[src/rtl/pc_register_unit.sv]
// Program counter register with stall hold, pending redirect capture and
// optional misaligned-target trap (enabled by defining PC_ALIGN_TRAP_EN).
module pc_register_unit #(
  parameter logic [31:0] RESET_VECTOR = 32'h0000_0000,
  parameter logic [31:0] TRAP_VECTOR  = 32'h0000_0080
) (
  input  logic        Clk,
  input  logic        Reset,
  input  logic [31:0] PCAddResult,
  input  logic        Jump,
  input  logic [31:0] JumpTarget,
  input  logic        BranchTaken,
  input  logic [31:0] BranchTarget,
  input  logic        Stall,
  output logic [31:0] PCResult,
  output logic        PCValid,
  output logic        RedirectPending,
  output logic        Trap,
  output logic [31:0] TrapPC
);

`ifdef PC_ALIGN_TRAP_EN
  typedef enum logic [1:0] {
    ST_RST, ST_RUN, ST_HOLD, ST_TRAP
  } state_t;
`else
  typedef enum logic [1:0] {
    ST_RST, ST_RUN, ST_HOLD
  } state_t;
`endif

  state_t      state;
  state_t      state_nxt;

  logic [31:0] pend;
  logic [31:0] pend_nxt;
  logic        pend_v_nxt;
  logic [31:0] pc_nxt;
  logic        valid_nxt;

  logic        redirect;
  logic [31:0] redir_tgt;
  logic        load_tgt;
  logic [31:0] sel_tgt;
  logic        misalign;

  // Fresh redirect beats a pending one; jump beats branch.
  always_comb begin
    redirect  = Jump | BranchTaken;
    redir_tgt = Jump ? JumpTarget : BranchTarget;
    load_tgt  = redirect | RedirectPending;
    sel_tgt   = redirect ? redir_tgt : pend;
  end

`ifdef PC_ALIGN_TRAP_EN
  logic        trap_nxt;
  logic [31:0] trap_pc_nxt;

  // Misalignment is only judged on a target that is about to load.
  always_comb begin
    misalign = load_tgt && (sel_tgt[1:0] != 2'b00);
  end
`else
  logic unused_trap_vec;

  // No trap hardware: targets are simply truncated to word alignment.
  always_comb begin
    misalign        = 1'b0;
    unused_trap_vec = ^TRAP_VECTOR;
  end

  assign Trap   = 1'b0;
  assign TrapPC = 32'h0;
`endif

  // State register.
  always_ff @(posedge Clk) begin
    if (!Reset) state <= ST_RST;
    else        state <= state_nxt;
  end

  // Next-state selection.
  always_comb begin
    state_nxt = state;
    case (state)
      ST_RST:  state_nxt = ST_RUN;
      default: begin
        if (Stall)
          state_nxt = ST_HOLD;
`ifdef PC_ALIGN_TRAP_EN
        else if (misalign)
          state_nxt = ST_TRAP;
`endif
        else
          state_nxt = ST_RUN;
      end
    endcase
  end

  // Next values of the PC, pending register and trap outputs.
  always_comb begin
    pc_nxt      = PCResult;
    valid_nxt   = 1'b1;
    pend_nxt    = pend;
    pend_v_nxt  = RedirectPending;
`ifdef PC_ALIGN_TRAP_EN
    trap_nxt    = 1'b0;
    trap_pc_nxt = TrapPC;
`endif
    if (state == ST_RST) begin
      pc_nxt = PCResult;
    end else if (Stall) begin
      if (redirect) begin
        pend_nxt   = redir_tgt;
        pend_v_nxt = 1'b1;
      end
    end else begin
      pend_v_nxt = 1'b0;
      if (misalign) begin
`ifdef PC_ALIGN_TRAP_EN
        pc_nxt      = TRAP_VECTOR;
        trap_nxt    = 1'b1;
        trap_pc_nxt = sel_tgt;
`endif
      end else if (load_tgt) begin
        pc_nxt = {sel_tgt[31:2], 2'b00};
      end else begin
        pc_nxt = {PCAddResult[31:2], 2'b00};
      end
    end
  end

  // Datapath registers; reset wins over every other update.
  always_ff @(posedge Clk) begin
    if (!Reset) begin
      PCResult        <= RESET_VECTOR;
      PCValid         <= 1'b0;
      RedirectPending <= 1'b0;
      pend            <= 32'h0;
    end else begin
      PCResult        <= pc_nxt;
      PCValid         <= valid_nxt;
      RedirectPending <= pend_v_nxt;
      pend            <= pend_nxt;
    end
  end

`ifdef PC_ALIGN_TRAP_EN
  // Trap pulse and offending-target capture.
  always_ff @(posedge Clk) begin
    if (!Reset) begin
      Trap   <= 1'b0;
      TrapPC <= 32'h0;
    end else begin
      Trap   <= trap_nxt;
      TrapPC <= trap_pc_nxt;
    end
  end
`endif

endmodule

[config.mk]
export PLATFORM = sky130hd
export DESIGN_NAME = pc_register_unit
export DESIGN_NICKNAME = d
export VERILOG_FILES = /design/src/rtl/pc_register_unit.sv
export SDC_FILE = /design/constraint.sdc
export NUM_CORES = 1
export LEC_CHECK = 0
export CORE_MARGIN = 5
export CORE_UTILIZATION = 40
export DETAILED_ROUTE_END_ITERATION = 8
export PLACE_DENSITY = 0.8
export SYNTH_ARGS = -nofsm -noshare
export SYNTH_HDL_FRONTEND = slang
export SYNTH_SLANG_ARGS = --single-unit
[constraint.sdc]
create_clock -name Clk -period 1.8 [get_ports Clk]
set_input_delay 0.27 -clock Clk [delete_from_list [all_inputs] [get_ports Clk]]
set_output_delay 0.27 -clock Clk [all_outputs]
set_load 0.01 [all_outputs]
==> results of run 1 <==
routing by layer:
metal / wire length (um) / up-vias
met2: 4780 / 102
met4: 93 / 0
met3: 657 / 10
met1: 3870 / 1325
li1: - / 1346
met5: 0 / -
per-stage QoR:
step	hold WS [ns]	setup slack (ns)	power [mW]
detailed placement	0.443	0.00201	2.34
global route	0.475	0.128	3.68
global placement	0.440	0.0367	2.32
finish	0.457	0.194	3.50
CTS	0.464	0.196	3.54
floorplan	0.298	0.294	2.00
state kept, by name, summed over array words and instances (netlist names):
name             cells
PCResult            30
pend                30
state                2
PCValid              1
RedirectPending      1
kinds of logic (layout without fill, tap and decap cells):
group,Yosys count,in the layout,synth area share (%)
AOI/OAI and AO/OA,65,65,22.1
buffers and inverters,94,189,15.4
DFF,64,64,38.0
muxes,60,60,18.9
other,1,35,0.111
and+or+nand+nor,36,36,5.60
placed cells by master, fill, tap and decap left out:
cell type and count:
clkdlybuf4s50_1 124, dfxtp_1 64, conb_1 35, inv_1 32
mux2_2 30, mux2i_1 30, o2bb2ai_1 30, nand3_1 30
o221ai_2 30, buf_4 14, clkbuf_8 10, clkinv_2 3
nand2_1 2, buf_2 2, buf_12 2, o21ai_0 1
and2_1 1, o21a_1 1, or3_1 1, nand3b_1 1
or3b_4 1, o21bai_2 1, o22ai_1 1, a21oi_1 1
bufinv_16 1, clkbuf_1 1
report_power, final:
part	internal, mW	switching [mW]	leakage (nW)
clock network	0.663	0.531	0.0989
registers	1.50	0.0481	0.522
logic	0.425	0.331	1.35
worst paths after layout:
| path | startpoint | endpoint |
|---|---|---|
| max reg2reg | RedirectPending | PCResult[22] |
| min reg2reg | pend[14] | pend[14] |
| max | RedirectPending | PCResult[22] |
| min | pend[14] | pend[14] |
worst max-delay path, delay by kind of cell (launching register included):
kind                   cells  cell delay, ns
flip-flops                 1            0.33
AO/OA/AOI/OAI              1            0.18
buffers and inverters      1            0.20
AND/OR/NAND/NOR            2            0.82
final cells by class:
class                           count  share of cell area, %
Inverter                           32                   2.49
Timing Repair Buffer              142                   29.0
Multi-Input combinational cell    196                   35.4
Clock inverter                      4                  0.934
Sequential cell                    64                   26.6
Clock buffer                       11                   2.93
Tap cell                          105                   2.72
==> reports/metrics.yaml, run 1 <==
sta:
  drv_slew: 0
  tightest_slew_ns: 0.554
  relSlewSlack_pct: 63.1
  fin_tns_setup_ns: 0
  skew_ns: 0.00947
  finalHoldViolations: 0
  period_share_pct: 89.2
  rsz0062_at_grt: "false"
  fmax_mhz: 623
  setup_violations: 0
  final.min_clock_period_ns: 1.61
global_route:
  use_met2_pct: 32.0
  grtUsageMet1_pct: 21.8
  gr-total-overflow: 0
  grt_max_degree: 34
  grt_pass1_wl_mm: 14.7
  grt.total_usage_pct: 18.1
  met3_usage_pct: 4.44
  grt-busiest-layer: "met2"
  grt_pass1_vias: 3022
  antenna_found_initial: 0
worst_setup_path:
  critPathMaxFanout: 8
  path_class: "register to register"
  worstSetupEndpointType: "register"
  cp_slowest_cell: "or3b_4"
  start_kind: "register"
  cp.required_ns: 2.05
  ff2ff_setup_slack_ns: 0.19
  cp_cell_sequence: "or3_1 -> or3b_4 -> buf_4 -> o221ai_2"
  cpPeakStageDelay_ns: 0.43
  arrival_ns: 1.85
  rr_worst_depth: 4
placed_design:
  globalplace.congestion: 0.721
  io_buffers: 126
  dp.cells: 539
  place_hpwl_mm: 6.87
  dpl-instance-area_sq_um: 4640
logic_synthesis:
  yosysTopAreaCellShare_pct: 38.0
  avgSynthCellArea_sq_um: 10.5
  synth-seq-cells: 64
  synthCells: 320
  synth-edff-count: 0
  yosysSeqAreaShare_pct: 38.0
  yosysWarnings: 0
  syn_area_sq_um: 3370
  yosysTopAreaCell: "dfxtp_1"
  synth_most_common_cell: "dfxtp_1"
  synthArstFlopShare_pct: 0
  synthDistinctLibCells: 23
  yosys-top-cells-area: "dfxtp_1 38%, o221ai_2 13%, mux2_2 10%, mux2i_1 8.9%, buf_4 7.8%"
  ys.flop_type: "dfxtp_1"
  synth_common_cells: "64 x dfxtp_1, 35 x buf_4, 32 x inv_1"
cts:
  clock_path_buffers: 2
  cts_resized: 0
  h-tree-depth: 3
  post_cts_buffers: 0
  cts_num_sinks: 64
  clock_latency_ns: 0.33
  cts_buffers: 9
  clk_pin_slew_ns: 0.07
  root_buffer: "clkbuf_8"
  hold_buffers: 0
  cts_tree: "yes"
routing:
  ant_nets: 0
  drtIter0Drc: 63
  routed_wl_mm: 9.41
  drt_pre_antenna_iters: 4
  via_per_inst: 5.02
  dr_total_vias: 2783
  drc: 0
  wl_per_cell_um: 17.0
cells_and_area:
  multi_input_area_sq_um: 1710
  fillCellCount: 733
  antenna_cells: 0
  final_net_count: 546
  stdcell_count: 554
  final_area_sq_um: 4820
  drive_gt1_share_pct: 20.9
  regArea_sq_um: 1280
  area_delta_synth_final_pct: 42.9
  utilization_pct: 58.7
power_and_ir_drop:
  power.leakage_nw: 1.97
  power_density_nw_per_um2: 726
  vdd_drop_max_mv: 0.371
floorplanning:
  core_sq_um: 8220
  start_util_pct: 41.1
  ioPinCount: 168
  fp.dieH_um: 102
  die_w_um: 102
  num_rows: 33
  dieArea_sq_um: 10400
worst_hold_path:
  min_path_type: "register to register"
  hold_depth: 1
run_status:
  status: "finished, final reports clean"
run:
  drv_cap: 0
No activity file was read; power rests on OpenSTA's default activity.
==> inputs of run 2 (changes only) <==
--- a/config.mk
+++ b/config.mk
@@ -5,10 +5,12 @@
 export SDC_FILE = /design/constraint.sdc
 export NUM_CORES = 1
 export LEC_CHECK = 0
+export CAP_MARGIN = 40
 export CORE_MARGIN = 5
 export CORE_UTILIZATION = 40
 export DETAILED_ROUTE_END_ITERATION = 8
 export PLACE_DENSITY = 0.8
+export REMOVE_ABC_BUFFERS = 1
 export SYNTH_ARGS = -nofsm -noshare
 export SYNTH_HDL_FRONTEND = slang
 export SYNTH_SLANG_ARGS = --single-unit
==> constraint.sdc (replaced) <==
create_clock -name Clk -period 1.5 [get_ports Clk]
set_input_delay 0.225 -clock Clk [delete_from_list [all_inputs] [get_ports Clk]]
set_output_delay 0.225 -clock Clk [all_outputs]
set_load 0.01 [all_outputs]
==> run 2 against run 1 <==
Net effect: the run now ends with setup timing left; global-route usage increased by 0.26 points; wire length increased by 2.1%; via count increased by 2.1%; final cell count unchanged; worst hold slack improved by 0.0011 ns; non-clock buffer count increased by 1; first-iteration DRC count increased by 7.9%; core utilization increased by 1.6 points; clock power increased by 34%; critical path depth increased by 1.
==> reports/metrics.yaml, run 2 (same netlist as run 1, synthesis figures left out) <==
worst_setup_path:
  path_class: "primary input to register"
  arrival_ns: 1.85  # about the same
  critPathTopFamily: "simple AND/OR/NAND/NOR gates"
  start_kind: "primary input"
  worstReg2RegEnd: "PCResult[26]"
  critPathMaxFanout: 10  # +2
  cp_cell_sequence: "clkdlybuf4s50_1 -> or3_4 -> or3b_4 -> buf_12 -> o221ai_2"
  reg2reg_from: "RedirectPending"
  worstSetupEndpointType: "register"
  rr_worst_depth: 4  # unchanged
  cpPeakStageDelay_ns: 0.48  # +0.05 ns
  ff2ff_setup_slack_ns: -0.06  # -0.25 ns
  cp.required_ns: 1.76  # -0.29 ns
  worst-path-buf-inv: 2  # +1
  cp_slowest_cell: "clkdlybuf4s50_1"
global_route:
  grt_pass1_vias: 3062  # +1.3%
  grt_max_degree: 34  # unchanged
  grt_pass1_wl_mm: 14.9  # +0.79%
  antenna_found_initial: 0  # unchanged
  gr-total-overflow: 0  # unchanged
  grt.total_usage_pct: 18.4  # +0.26 points
sta:
  setup_violations: 30  # +30
  finalHoldViolations: 0  # unchanged
  drv_slew: 0  # unchanged
  period_share_pct: 106
  skew_ns: 0.00526  # -0.00420 ns
  worst_slack_ns: -0.0903  # -0.284 ns
  relSlewSlack_pct: 60.4  # -2.7 points
  tightest_slew_ns: 0.594  # +0.0400 ns
  rsz0062_at_grt: "true"
  final.min_clock_period_ns: 1.59
  hold_ws_ns: 0.458  # +0.00115 ns
  fin_tns_setup_ns: -2.22  # -2.22 ns
  fmax_mhz: 629
cts:
  clock_latency_ns: 0.33  # about the same
  hold_buffers: 0  # unchanged
  root_buffer: "clkbuf_8"
  cts_num_sinks: 64  # unchanged
  cts_buffers: 9  # unchanged
  clk_pin_slew_ns: 0.07  # about the same
  cts_tree: "yes"
  clock_path_buffers: 2  # unchanged
  post_cts_buffers: 0  # unchanged
  h-tree-depth: 3  # unchanged
cells_and_area:
  fillCellCount: 684  # -6.7%
  stdcell_count: 554  # unchanged
  final_net_count: 547  # +0.18%
  reg_top3: "PCResult x30, pend x30, state x2"
  final_area_sq_um: 4960  # +2.8%
  area_delta_synth_final_pct: 46.9
  final_cell_mix: "118 x clkdlybuf4s50_1, 63 x dfxtp_1, 35 x conb_1"
  utilization_pct: 60.3  # +1.6 points
  final_common_cell: "clkdlybuf4s50_1"
  antenna_cells: 0  # unchanged
  drive_gt1_share_pct: 21.6  # +0.67 points
placed_design:
  globalplace.congestion: 0.758  # +5.1%
  dp.cells: 539  # unchanged
  place_hpwl_mm: 6.81  # -0.88%
  dpl-instance-area_sq_um: 4690  # +1.2%
  io_buffers: 126  # unchanged
routing:
  drt_pre_antenna_iters: 4  # unchanged
  dr_total_vias: 2841  # +2.1%
  via_per_inst: 5.13  # +2.1%
  wl_per_cell_um: 17.3  # +2.1%
  drc: 0  # unchanged
  ant_nets: 0  # unchanged
  routed_wl_mm: 9.61  # +2.1%
  drtIter0Drc: 68  # +7.9%
floorplanning:
  dieArea_sq_um: 10400  # unchanged
  num_rows: 33  # unchanged
  start_util_pct: 41.1  # unchanged
  die_w_um: 102  # unchanged
  ioPinCount: 168  # unchanged
  core_sq_um: 8220  # unchanged
  fp.dieH_um: 102  # unchanged
worst_hold_path:
  min_path_type: "register to register"
  worstHoldEndpoint: "pend[11]"
  hold_depth: 1  # unchanged
  hp-start: "pend[11]"
run_status:
  violations: "setup timing"
  status: "finished, violations left"
power_and_ir_drop:
  vdd_drop_max_mv: 0.751  # +100%
  power.leakage_nw: 2.12  # +7.9%
  power_density_nw_per_um2: 885  # +22%
run:
  drv_cap: 0  # unchanged
run 2: cell type report:
class | instances | area, sq um | area share, %
clock buffer | 10 | 138 | 2.78
inverter | 32 | 120 | 2.42
multi-input combinational | 196 | 1720 | 34.6
tap | 105 | 131 | 2.65
timing repair buffer | 143 | 1500 | 30.3
sequential | 64 | 1280 | 25.9
clock inverter | 4 | 70.1 | 1.41
run 2: layer usage:
| metal | up-vias | track usage, % | part of all wire (%) |
|---|---|---|---|
| met1 | 1365 | 21.9 | 41 |
| met5 | - | 0 | 0 |
| li1 | 1342 | - | - |
| met3 | 12 | 6.21 | 9.3 |
| met4 | 0 | 5.75 | 1.2 |
| met2 | 122 | 31.4 | 48 |
run 2: worst register-to-register path, stage by stage (launching register included):
cell and delay, ns:
dfxtp_2 0.32, or3_4 0.38, or3b_4 0.45, buf_12 0.18, o221ai_2 0.16
run 2: how the worst max path moves through the flow:
stage          slack [ns]  depth (start not counted)            start           end
5_1_grt             -0.12                          5      BranchTaken  PCResult[21]
3_5_place_dp        -0.46                          5      BranchTaken  PCResult[24]
3_3_place_gp        -0.40                          5      BranchTaken  PCResult[14]
4_1_cts             -0.08                          4  RedirectPending  PCResult[24]
6_report            -0.09                          5      BranchTaken  PCResult[26]
2_1_floorplan       -0.50                          3  RedirectPending  PCResult[13]
run 2: stage by stage:
stage                     power (mW)  worst slack, ns
after CTS                       4.43          -0.0846
after floorplan                 2.28           -0.502
after detailed placement        2.83           -0.458
after global placement          2.81           -0.402
final                           4.39          -0.0903
after global routing            4.59           -0.117
run 2: where the power goes:
part | switching [mW] | total (mW) | internal (mW)
logic | 0.409 | 0.941 | 0.532
clock network | 0.630 | 1.59 | 0.957
registers | 0.0571 | 1.86 | 1.80
run 2: what timing repair did:
action	CTS	global route
gates cloned	1	0
setup endpoints to repair	35	46
resized for setup	3	10
hold endpoints to repair	0	0
pin swaps	2	0
